<file path="src/rtl/btn_conditioner.sv">
// rtl/btn_conditioner.sv - sync, debounce, press-edge, arbitration and game-over gating for three game buttons; optional macro AUTO_REPEAT_EN
module btn_conditioner #(
  parameter int DEB_CYCLES   = 200,
  parameter int REPEAT_DELAY = 2500,
  parameter int REPEAT_RATE  = 800
) (
  input  logic clk_10000Hz,
  input  logic reset,
  input  logic left_raw,
  input  logic right_raw,
  input  logic rotate_raw,
  input  logic stop,
  output logic left_btn,
  output logic right_btn,
  output logic rotate_btn
);

  // Button lanes: 0 = left, 1 = right, 2 = rotate.
  localparam logic [13:0] DEB_LAST = 14'(DEB_CYCLES - 1);

  // Both repeat intervals must fit the 14-bit repeat counter.
  if (REPEAT_DELAY > 16384 || REPEAT_RATE > 16384) begin : g_repeat_range_too_wide
  end

  logic [2:0]  raw;
  logic [2:0]  sync_a;
  logic [2:0]  sync_b;
  logic [2:0]  stable;
  logic [2:0]  stable_d;
  logic [2:0]  rise;
  logic [13:0] deb_cnt [3];

  assign raw  = {rotate_raw, right_raw, left_raw};
  assign rise = stable & ~stable_d;

  // Two-flop synchroniser per button; only sync_b is used downstream.
  always_ff @(posedge clk_10000Hz or negedge reset) begin
    if (!reset) begin
      sync_a <= '0;
      sync_b <= '0;
    end else begin
      sync_a <= raw;
      sync_b <= sync_a;
    end
  end

  // Debounce: accept a new level only after DEB_CYCLES consecutive disagreeing samples.
  always_ff @(posedge clk_10000Hz or negedge reset) begin
    if (!reset) begin
      for (int i = 0; i < 3; i++) deb_cnt[i] <= '0;
      stable   <= '0;
      stable_d <= '0;
    end else begin
      stable_d <= stable;
      for (int i = 0; i < 3; i++) begin
        if (sync_b[i] == stable[i]) begin
          deb_cnt[i] <= '0;
        end else if (deb_cnt[i] == DEB_LAST) begin
          stable[i]  <= sync_b[i];
          deb_cnt[i] <= '0;
        end else begin
          deb_cnt[i] <= deb_cnt[i] + 14'd1;
        end
      end
    end
  end

`ifdef AUTO_REPEAT_EN
  typedef enum logic [1:0] {IDLE, DELAY, REPEAT} h_state_t;
  localparam h_state_t    HOLD_ENTRY = DELAY;
  localparam logic [13:0] DELAY_LAST = 14'(REPEAT_DELAY - 1);
  localparam logic [13:0] RATE_LAST  = 14'(REPEAT_RATE - 1);
  logic [13:0] cnt;
  logic [13:0] cnt_next;
`else
  typedef enum logic [0:0] {IDLE, HELD} h_state_t;
  localparam h_state_t HOLD_ENTRY = HELD;
`endif

  h_state_t state;
  h_state_t state_next;
  logic     dir;          // 0 = left, 1 = right
  logic     dir_next;
  logic     dir_level;
  logic     other_level;
  logic     left_next;
  logic     right_next;
  logic     rotate_next;
  logic     rotate_pend;
  logic     pend_next;
  logic     rot_req;

  assign dir_level   = dir ? stable[1] : stable[0];
  assign other_level = dir ? stable[0] : stable[1];

  // Horizontal FSM next state plus rotate arbitration behind horizontal pulses.
  always_comb begin
    state_next  = state;
    dir_next    = dir;
    left_next   = 1'b0;
    right_next  = 1'b0;
    rotate_next = 1'b0;
    pend_next   = rotate_pend;
    rot_req     = rise[2] | rotate_pend;
`ifdef AUTO_REPEAT_EN
    cnt_next    = cnt;
`endif
    if (stop) begin
      state_next = IDLE;
      pend_next  = 1'b0;
`ifdef AUTO_REPEAT_EN
      cnt_next   = '0;
`endif
    end else begin
      if (rise[0]) begin
        left_next  = 1'b1;
        dir_next   = 1'b0;
        state_next = HOLD_ENTRY;
`ifdef AUTO_REPEAT_EN
        cnt_next   = '0;
`endif
      end else if (rise[1]) begin
        right_next = 1'b1;
        dir_next   = 1'b1;
        state_next = HOLD_ENTRY;
`ifdef AUTO_REPEAT_EN
        cnt_next   = '0;
`endif
      end else if (state != IDLE && !dir_level) begin
        // Released the active direction: hand over to the other one if it is held.
        if (other_level) begin
          dir_next   = ~dir;
          state_next = HOLD_ENTRY;
`ifdef AUTO_REPEAT_EN
          cnt_next   = '0;
`endif
        end else begin
          state_next = IDLE;
        end
      end
`ifdef AUTO_REPEAT_EN
      else if (state == DELAY || state == REPEAT) begin
        if ((state == DELAY && cnt == DELAY_LAST) || (state == REPEAT && cnt == RATE_LAST)) begin
          left_next  = ~dir;
          right_next = dir;
          state_next = REPEAT;
          cnt_next   = '0;
        end else begin
          cnt_next = cnt + 14'd1;
        end
      end
`endif
      // A horizontal pulse always wins the cycle; rotate waits one slot.
      rotate_next = rot_req & ~(left_next | right_next);
      pend_next   = rot_req & (left_next | right_next);
    end
  end

  // State, direction, pending rotate and registered command outputs.
  always_ff @(posedge clk_10000Hz or negedge reset) begin
    if (!reset) begin
      state       <= IDLE;
      dir         <= 1'b0;
      rotate_pend <= 1'b0;
      left_btn    <= 1'b0;
      right_btn   <= 1'b0;
      rotate_btn  <= 1'b0;
`ifdef AUTO_REPEAT_EN
      cnt         <= '0;
`endif
    end else begin
      state       <= state_next;
      dir         <= dir_next;
      rotate_pend <= pend_next;
      left_btn    <= left_next;
      right_btn   <= right_next;
      rotate_btn  <= rotate_next;
`ifdef AUTO_REPEAT_EN
      cnt         <= cnt_next;
`endif
    end
  end

endmodule

</file>
<file path="config.mk">
export PLATFORM = sky130hd
export DESIGN_NAME = btn_conditioner
export DESIGN_NICKNAME = d
export VERILOG_FILES = /design/src/rtl/btn_conditioner.sv
export SDC_FILE = /design/constraint.sdc
export NUM_CORES = 1
export LEC_CHECK = 0
export CAP_MARGIN = 15
export CELL_PAD_IN_SITES_DETAIL_PLACEMENT = 0
export CELL_PAD_IN_SITES_GLOBAL_PLACEMENT = 1
export CORE_MARGIN = 5
export CORE_UTILIZATION = 40
export CTS_CLUSTER_DIAMETER = 80
export CTS_CLUSTER_SIZE = 8
export DETAILED_ROUTE_END_ITERATION = 8
export HOLD_SLACK_MARGIN = 0.08
export PLACE_DENSITY_LB_ADDON = 0.1
export SETUP_SLACK_MARGIN = 0.2
export SLEW_MARGIN = 20
export SYNTH_ARGS = -nofsm -noshare
export SYNTH_HDL_FRONTEND = slang
export SYNTH_SLANG_ARGS = --single-unit
</file>
<file path="constraint.sdc">
create_clock -name clk_10000Hz -period 1.75 [get_ports clk_10000Hz]
set_input_delay 0.525 -clock clk_10000Hz [delete_from_list [all_inputs] [get_ports clk_10000Hz]]
set_output_delay 0.525 -clock clk_10000Hz [all_outputs]
set_load 0.02 [all_outputs]
</file>
==> impl_metrics.env <==
export IMPL_skew_ns=0.00961
export IMPL_grt_ovfl_total=0
export IMPL_start_kind="flop"
export IMPL_first_pass_iters=4
export IMPL_yosys_area_share_simple_pct=25.1
export IMPL_fp_dieW_um=90.5
export IMPL_place_inst=334
export IMPL_dr_wl_met2_um=2100
export IMPL_synthAdderAreaFrac_pct=2.89
export IMPL_required_ns=1.97
export IMPL_power_density_nw_per_um2=979
export IMPL_diodes=0
export IMPL_route_met3_wl_um=143
export IMPL_path_clk_slew_ns=0.07
export IMPL_yosysUniqueCellTypes=29
export IMPL_crit_arrival_ns=1.66
export IMPL_synthTopCellsByArea="dfrtp_1 (56%), xnor2_1 (7.1%), nor2_1 (6.4%)"
export IMPL_synth_compound_area_share_pct=0.868
export IMPL_rsz0062_at_grt="true"
export IMPL_fmax_mhz=693
export IMPL_root_buffer="clkbuf_8"
export IMPL_nets=282
export IMPL_vias_per_cell=5.03
export IMPL_final_cells=352
export IMPL_synth_seq_cells=58
export IMPL_routed_wl_um=4790
export IMPL_wire_per_inst_um=13.6
export IMPL_yosys_warnings=0
export IMPL_min_period_ns=1.44
export IMPL_maxCapViolCount=0
export IMPL_worst_pin_slew_ns=0.399
export IMPL_seq_area_frac_synth_pct=56.0
export IMPL_antenna_found_initial=0
export IMPL_synth_most_common_cell="dfrtp_1"
export IMPL_slowest_delay_ns=0.42
export IMPL_relSlewSlack_pct=73.4
export IMPL_synth_edf_count=0
export IMPL_crit_path_cell_trace="ha_1, and4_1, nand4_1, mux2_2"
export IMPL_synth_xor_area_share_pct=12.8
export IMPL_yosys_most_used_dff="dfrtp_1"
export IMPL_path_max_fanout=5
export IMPL_routabilityCongestion=0.767
export IMPL_worstSetupEndpointType="flop"
export IMPL_postCtsHoldBufs=0
export IMPL_cts_buffers=9
export IMPL_synth_area_um2=2590
export IMPL_status="complete, no violations"
export IMPL_grt_max_degree=29
export IMPL_ant_nets=0
export IMPL_setup_tns_final_ns=0
export IMPL_synth_top_cell_by_area="dfrtp_1"
export IMPL_min_path_type="input port to async pin"
export IMPL_cp_num_buf_inv=0
export IMPL_ir_drop_mv=0.469
export IMPL_syn2layout_area_growth_pct=20.3
export IMPL_p_leak_uw=0.00138
export IMPL_cp_top_family="flip-flops"
export IMPL_ctsHtreeMaxLevel=3
export IMPL_hold_viol=0
export IMPL_grt_pass1_wl_um=8360
export IMPL_io_pins=9
export IMPL_vias=1769
export IMPL_drc=0
export IMPL_initial_core_util_pct=41.1
export IMPL_design_die_area_um2=8190
export IMPL_drv_slew=0
export IMPL_io_buffers=8
export IMPL_synthMuxAreaShare_pct=1.30
export IMPL_clock_latency_ns=0.34
export IMPL_grt_usage_pct=12.8
export IMPL_finalSetupViolCount=0
export IMPL_top_layer_used="met4"
export IMPL_synthArstFlopShare_pct=100
export IMPL_rows=29
export IMPL_core_area_um2=6310
export IMPL_drive_gt1_share_pct=16.7
export IMPL_post_route_period_util_pct=82.5
export IMPL_die_h_um=90.5
export IMPL_syn_area_per_cell_um2=10.8
export IMPL_synth_top_area_share_pct=56.0
export IMPL_cts_tree="done"
export IMPL_wl_met1_um=2440
export IMPL_drtIter0Drc=62
export IMPL_synth_common_cells="dfrtp_1 (58), nor2_1 (44), xnor2_1 (21)"
export IMPL_netlist_instances=241
export IMPL_syn_nets=253
export IMPL_clockBufferDepth=2
export IMPL_path_class="flop to flop"
export IMPL_critical_path_slowest_cell="dfrtp_1"
export IMPL_cts_sinks=58
export IMPL_dp_hpwl_um=3410
export IMPL_synth_top_family_by_area="simple AND/OR/NAND/NOR gates"
export IMPL_grt_pass1_vias=1797
per-layer routing:
| metal | global-route usage (%) | vias up |
|---|---|---|
| li1 | - | 888 |
| met1 | 17.1 | 852 |
| met2 | 18.6 | 19 |
| met3 | 4.08 | 10 |
| met4 | 5.96 | 0 |
| met5 | 0 | - |
cell families after synthesis:
logic type                 after synthesis
DFF                                     58
and+or+nand+nor                        127
adders and majority gates                6
AOI/OAI and AO/OA                        4
xor gates and xnor gates                38
muxes                                    3
buffers and inverters                    5
registers in the layout, summed over array words and instances, names as in the netlist:
name,count
deb_cnt,42
stable,3
stable_d,3
sync_a,3
sync_b,3
left_btn,1
right_btn,1
rotate_btn,1
rotate_pend,1
what timing repair did:
action,in CTS,in global routing
pin swaps,0,3
buffers inserted,0,2
gates resized for setup,6,10
endpoints found under the setup margin,3,31
cell usage in the layout, fill, tap and decap left out, drive strengths merged:
| cell type | count |
|---|---|
| xnor2 | 21 |
| dfrtp | 58 |
| and3 | 5 |
| a21oi | 2 |
| nor3b | 3 |
| nand2b | 2 |
| mux2 | 3 |
| nand2 | 15 |
| or3 | 1 |
| nor3 | 7 |
| and2 | 2 |
| nor4b | 2 |
| clkbuf | 12 |
| nor2 | 46 |
| and4 | 5 |
| xor2 | 17 |
| o21bai | 1 |
| nor2b | 1 |
| ha | 6 |
| nand3 | 15 |
| bufinv | 3 |
| nor4 | 8 |
| nand4b | 1 |
| o21ai | 1 |
| inv | 3 |
| nand4 | 14 |
| buf | 14 |
| clkdlybuf4s50 | 4 |
| clkinv | 3 |
power by group:
| group | internal [uW] | leakage (uW) | switching [uW] |
|---|---|---|---|
| sequential | 1360 | 0.000788 | 24.1 |
| clock | 957 | 0.000124 | 580 |
| combinational | 57.1 | 0.000472 | 71.0 |
through the flow:
step	power [uW]	util, %	area, um2	hold slack (ns)	setup WS (ns)
5_1_grt	3190	49.4	3120	0.112	0.191
2_1_floorplan	1460	-	2590	0.229	0.362
6_report	3050	49.4	3120	0.0999	0.307
3_3_place_gp	1540	45.0	2840	0.333	0.228
4_1_cts	3090	48.9	3090	0.0966	0.213
3_5_place_dp	1540	45.0	2840	0.348	0.216
layout make-up:
cell class	instances	area (um2)
clock inverter	7	125
clock buffer	9	124
timing repair buffer	21	174
inverter	2	7.51
fill	601	3190
multi-input combinational	178	1140
sequential	58	1450
tap	77	96.3
final timing paths:
check,start,end,slack (ns),cells after the start
min reg2reg,sync_a[1]$_DFF_PN0_,sync_b[1]$_DFF_PN0_,0.36,0
max in group asynchronous,reset,deb_cnt[28]$_DFF_PN0_,1.15,2
max,deb_cnt[14]$_DFF_PN0_,stable[1]$_DFFE_PN0P_,0.31,4
min,reset,deb_cnt[11]$_DFF_PN0_,0.1,1
max reg2reg,deb_cnt[14]$_DFF_PN0_,stable[1]$_DFFE_PN0P_,0.31,4
min in group clk_10000Hz,sync_a[1]$_DFF_PN0_,sync_b[1]$_DFF_PN0_,0.36,0
(Power assumes the default switching activity.)
